<file path="src/rtl/adder_pkg.sv">
// rtl/adder_pkg.sv - shared constants and zero-extending add helper for adder_core
//
// Purpose: holds the default operand width and the add_ext helper used by both
// the combinational and registered result paths.
// Ports: none (package).
package adder_pkg;

    localparam int DEFAULT_WIDTH = 2;

    // Widest operand the helper supports; callers zero-extend their operands
    // to this width and size-cast the result back to WIDTH+1 bits.
    localparam int MAX_WIDTH = 32;

    // Zero-extended sum at MAX_WIDTH+1 bits. Plain combinational '+' so an X
    // on either operand propagates to the result.
    function automatic logic [MAX_WIDTH:0] add_ext(
        input logic [MAX_WIDTH-1:0] a,
        input logic [MAX_WIDTH-1:0] b
    );
        return {1'b0, a} + {1'b0, b};
    endfunction

endpackage

</file>
<file path="src/rtl/adder_reg_stage.sv">
// rtl/adder_reg_stage.sv - async-reset data register with valid bit and hold-on-invalid
//
// Purpose: captures i_d when i_en is high at a rising clk; otherwise holds the
// data and drops o_valid. rst_n low clears everything immediately.
// Ports:
//   clk      in   clock
//   rst_n    in   asynchronous active-low reset
//   i_en     in   capture enable / input valid
//   i_d      in   DW-bit data to capture
//   o_q      out  DW-bit captured data
//   o_valid  out  high for the cycle after a capture
module adder_reg_stage
    import adder_pkg::*;
#(
    parameter int DW = DEFAULT_WIDTH + 1
) (
    input  logic          clk,
    input  logic          rst_n,
    input  logic          i_en,
    input  logic [DW-1:0] i_d,
    output logic [DW-1:0] o_q,
    output logic          o_valid
);

    logic [DW-1:0] r_q;
    logic          r_valid;

    always_ff @(posedge clk or negedge rst_n) begin
        if (!rst_n) begin
            r_q     <= '0;
            r_valid <= 1'b0;
        end else begin
            // Valid is a one-cycle pulse per capture; data holds when idle.
            r_valid <= i_en;
            if (i_en) begin
                r_q <= i_d;
            end
        end
    end

    assign o_q     = r_q;
    assign o_valid = r_valid;

endmodule

</file>
<file path="src/rtl/adder_core.sv">
// rtl/adder_core.sv - unsigned full-width adder with combinational and registered results
//
// Purpose: sum is a+b at WIDTH+1 bits, purely combinational. sum_q/carry_q/
// out_valid give a one-cycle-latency registered copy, captured on in_valid.
// Ports:
//   clk        in   clock (registered path only)
//   rst_n      in   asynchronous active-low reset (registered path only)
//   a, b       in   WIDTH-bit unsigned operands
//   sum        out  WIDTH+1-bit combinational a+b
//   in_valid   in   qualifies a/b for capture
//   sum_q      out  WIDTH+1-bit registered a+b
//   out_valid  out  sum_q holds a freshly captured result
//   carry_q    out  registered carry-out (MSB of sum_q)
module adder_core
    import adder_pkg::*;
#(
    parameter int WIDTH = DEFAULT_WIDTH
) (
    input  logic             clk,
    input  logic             rst_n,
    input  logic [WIDTH-1:0] a,
    input  logic [WIDTH-1:0] b,
    output logic [WIDTH:0]   sum,
    input  logic             in_valid,
    output logic [WIDTH:0]   sum_q,
    output logic             out_valid,
    output logic             carry_q
);

    logic [WIDTH:0] w_sum;
    logic [WIDTH:0] w_q;

    // Operands zero-extend into the helper; the size cast keeps only the
    // WIDTH+1 meaningful result bits.
    assign w_sum = (WIDTH+1)'(add_ext(MAX_WIDTH'(a), MAX_WIDTH'(b)));
    assign sum   = w_sum;

    adder_reg_stage #(
        .DW (WIDTH + 1)
    ) u_reg_stage (
        .clk     (clk),
        .rst_n   (rst_n),
        .i_en    (in_valid),
        .i_d     (w_sum),
        .o_q     (w_q),
        .o_valid (out_valid)
    );

    assign sum_q   = w_q;
    // Carry is the captured MSB, so it can never disagree with sum_q.
    assign carry_q = w_q[WIDTH];

endmodule

</file>
<file path="config.mk">
export PLATFORM = sky130hd
export DESIGN_NAME = adder_core
export DESIGN_NICKNAME = d
export VERILOG_FILES = /design/src/rtl/adder_pkg.sv /design/src/rtl/adder_reg_stage.sv /design/src/rtl/adder_core.sv
export SDC_FILE = /design/constraint.sdc
export NUM_CORES = 1
export LEC_CHECK = 0
export ABC_CLOCK_PERIOD_IN_PS = 800
export BUFFER_PORTS_ARGS = -buffer_cell sky130_fd_sc_hd__buf_4
export CORE_AREA = 2 2 39 41
export DETAILED_ROUTE_END_ITERATION = 10
export DIE_AREA = 0 0 41 43
export GPL_TIMING_DRIVEN = 0
export PLACE_DENSITY_LB_ADDON = 0.05
export SLEW_MARGIN = 10
export SYNTH_ARGS = -nofsm -noshare
export SYNTH_HDL_FRONTEND = slang
export SYNTH_SLANG_ARGS = --single-unit
export TNS_END_PERCENT = 50
</file>
<file path="constraint.sdc">
create_clock -name clk -period 0.8 [get_ports clk]
set_clock_uncertainty 0.05 [all_clocks]
set_input_delay 0.04 -clock clk [delete_from_list [all_inputs] [get_ports clk]]
set_output_delay 0.04 -clock clk [all_outputs]
set_load 0.02 [all_outputs]
</file>
==> flow_summary.yaml <==
critical_path:
  path_max_fanout: 2
  rr_startpoint: "u_reg_stage.o_q[2]"
  reg2regPathDepth: 1
  slowest_stage: "fa_1"
  r2r_slack_ns: -0.03
  required_ns: 0.71
  r2r-end: "u_reg_stage.o_q[2]"
  cp.arrival_ns: 0.92
  crit_end: "sum[1]"
  crit_type: "input pin to primary output"
  critPathCaptureType: "primary output"
  crit_path_start_kind: "input pin"
  slowest_delay_ns: 0.41
  path_cells: "buf_6 -> ha_4 -> inv_2 -> fa_1 -> inv_2 -> buf_6"
  crit_start: "b[0]"
flow_run:
  maxCapViolations: 0
routing:
  ant_nets: 0
  drtIter0Drc: 0
  first_pass_iters: 1
  routed_wl_um: 447
  routed_via_density: 3.280
  wl_per_cell_um: 8.940
  drc_errors: 0
  vias: 164
global_routing:
  grt_pass1_wl_um: 807
  grt-ovfl-total: 0
  grt_max_degree: 5
  grt_pass1_vias: 172
  track_usage: 0.07150
  antenna_found_initial: 0
timing:
  setup_slack_ns: -0.2097
  min_period_ns: 1.010
  tightestPinTransition_ns: 0.1280
  fin_crit_sh: 1.262
  relSlewSlack: 0.9147
  hold_slack_ns: 0.05382
  rsz0062_at_grt: "yes"
  slew_viol_final: 0
  setup_viol: 10
  max_freq_mhz: 990.4
  hold_viol: 0
die:
  fp.dieW_um: 41
  pin_count: 15
  initial_core_util: 0.1392
  fp.coreArea_um2: 1384
  fp-row-count: 14
  dieArea_um2: 1763
  chipHeight_um: 43
synth:
  synth_warnings: 0
  ys_ff_latch: 4
  synthesis.area_um2: 192.7
  yosysTopAreaCellShare: 0.5195
  syn-mean-instance-area_um2: 12.85
  yosysTopAreaCell: "dfrtp_1"
  syn_inst: 15
  synthDistinctLibCells: 6
  ys_top_cells_by_area: "dfrtp_1, mux2_2, fa_1"
  ys_seq_area_frac: 0.5195
  synth_nets: 24
pwr:
  power_frac_seq: 0.323
  swShare: 0.2757
  leakagePower_nw: 0.2064
  peakVddDrop_mv: 1.076
  power_density_nw_per_um2: 1894
  pwr-share-clk: 0.306
  comb_power_share: 0.371
  switchingPower_w: 0.0002144
  p_int_w: 0.0005631
clock_network:
  cts_tree: "built"
  root_buffer: "clkbuf_4"
  insertion_delay_ns: 0.23
  h-tree-depth: 1
  clkTransAtPathRegs_ns: 0.03
  clock_path_buffers: 2
  cts_made_buffers: 3
  cts_num_sinks: 4
  post_cts.repair.setup_buffers: 0
layout:
  drive_above_1_share: 0.7353
  design_area_um2: 410.4
  final_common_cell: "buf_6"
  num-fill-cells: 152
  layout_common_cells: "buf_6, buf_4, dfrtp_1"
  syn2layout_area_growth_pct: 113.0
  stdcell_count: 50
  nNetsFinal: 45
  diodes: 0
placement:
  dp_cells: 45
  place_area_um2: 334.1
  place_congestion: 0.5656
  io_buffers: 14
worst_hold_path:
  hold_path.class: "input pin to flop"
  hp-start: "in_valid"
outcome:
  violations: "negative setup slack"
  outcome: "finished, violations left"
## metal layers
layer	track usage	share of wire
met5	0	0
met4	0	0
met3	0.06283	0.11
met2	0.08750	0.46
met1	0.1006	0.43
## cell type report
| class | instances | area, um^2 | area share |
|---|---|---|---|
| buffer | 1 | 11.26 | 0.02744 |
| clock buffer | 3 | 22.52 | 0.05488 |
| inverter | 5 | 18.77 | 0.04573 |
| multi-input combinational | 5 | 82.58 | 0.2012 |
| sequential | 4 | 100.1 | 0.2439 |
| tap | 16 | 20.02 | 0.04878 |
| timing repair buffer | 16 | 155.1 | 0.3780 |
## logic make-up (layout without fill, tap and decap cells)
logic type	count (synthesis)	after routing	share of synthesized area
adders and majority gates	2	2	0.1688
buffers and inverters	6	25	0.1364
DFF	4	4	0.5195
muxes	3	3	0.1753
## how the worst min path moves through the flow
stage | end | slack (ns) | cells past startpoint
5_1_grt | u_reg_stage.o_q[0] | 0.06 | 2
6_report | u_reg_stage.o_q[0] | 0.05 | 2
4_1_cts | u_reg_stage.o_q[0] | 0.05 | 2
3_3_place_gp | u_reg_stage.o_q[1] | -0.21 | 1
3_5_place_dp | u_reg_stage.o_q[1] | -0.21 | 1
2_1_floorplan | u_reg_stage.o_q[0] | -0.31 | 0
## flip-flops by register name (all words and copies together), names as in the netlist
name and cells:
u_reg_stage.o_q 3, u_reg_stage.o_valid 1
## metrics by stage
stage               setup WS (ns)  TNS, ns  utilization  power (W)
floorplan                 -0.3726  -0.6271            -  0.0003839
global placement          -0.4526   -1.092       0.2414  0.0004968
detailed placement        -0.4582   -1.138       0.2414  0.0004977
CTS                       -0.2157  -0.9034       0.2939  0.0007928
global route              -0.2600   -1.193       0.2966  0.0008484
finish                    -0.2097  -0.8353       0.2966  0.0007774
## power groups by stage
stage	Combinational (W)	Sequential, W	Clock [W]
2_1_floorplan	0.000104	0.000280	0
3_3_place_gp	0.000250	0.000246	0
3_5_place_dp	0.000251	0.000247	0
4_1_cts	0.000290	0.000250	0.000253
5_1_grt	0.000314	0.000255	0.000280
6_report	0.000289	0.000251	0.000238
## critical path, delay by kind of cell
kind	cells	cell delay, ns
fa+ha+maj	2	0.55
buf+inv	4	0.33
## synthesized netlist by cell type
cell,count
buf_4,1
dfrtp_1,4
fa_1,1
ha_1,1
inv_1,5
mux2_2,3
## timing repair
item / in CTS / in global routing
resized for setup: 8 / 1
hold buffers: 2 / 0
endpoints found under the hold margin: 5 / 0
endpoints found under the setup margin: 9 / 10
pin swaps: 2 / 0
(Power assumes the default switching activity.)
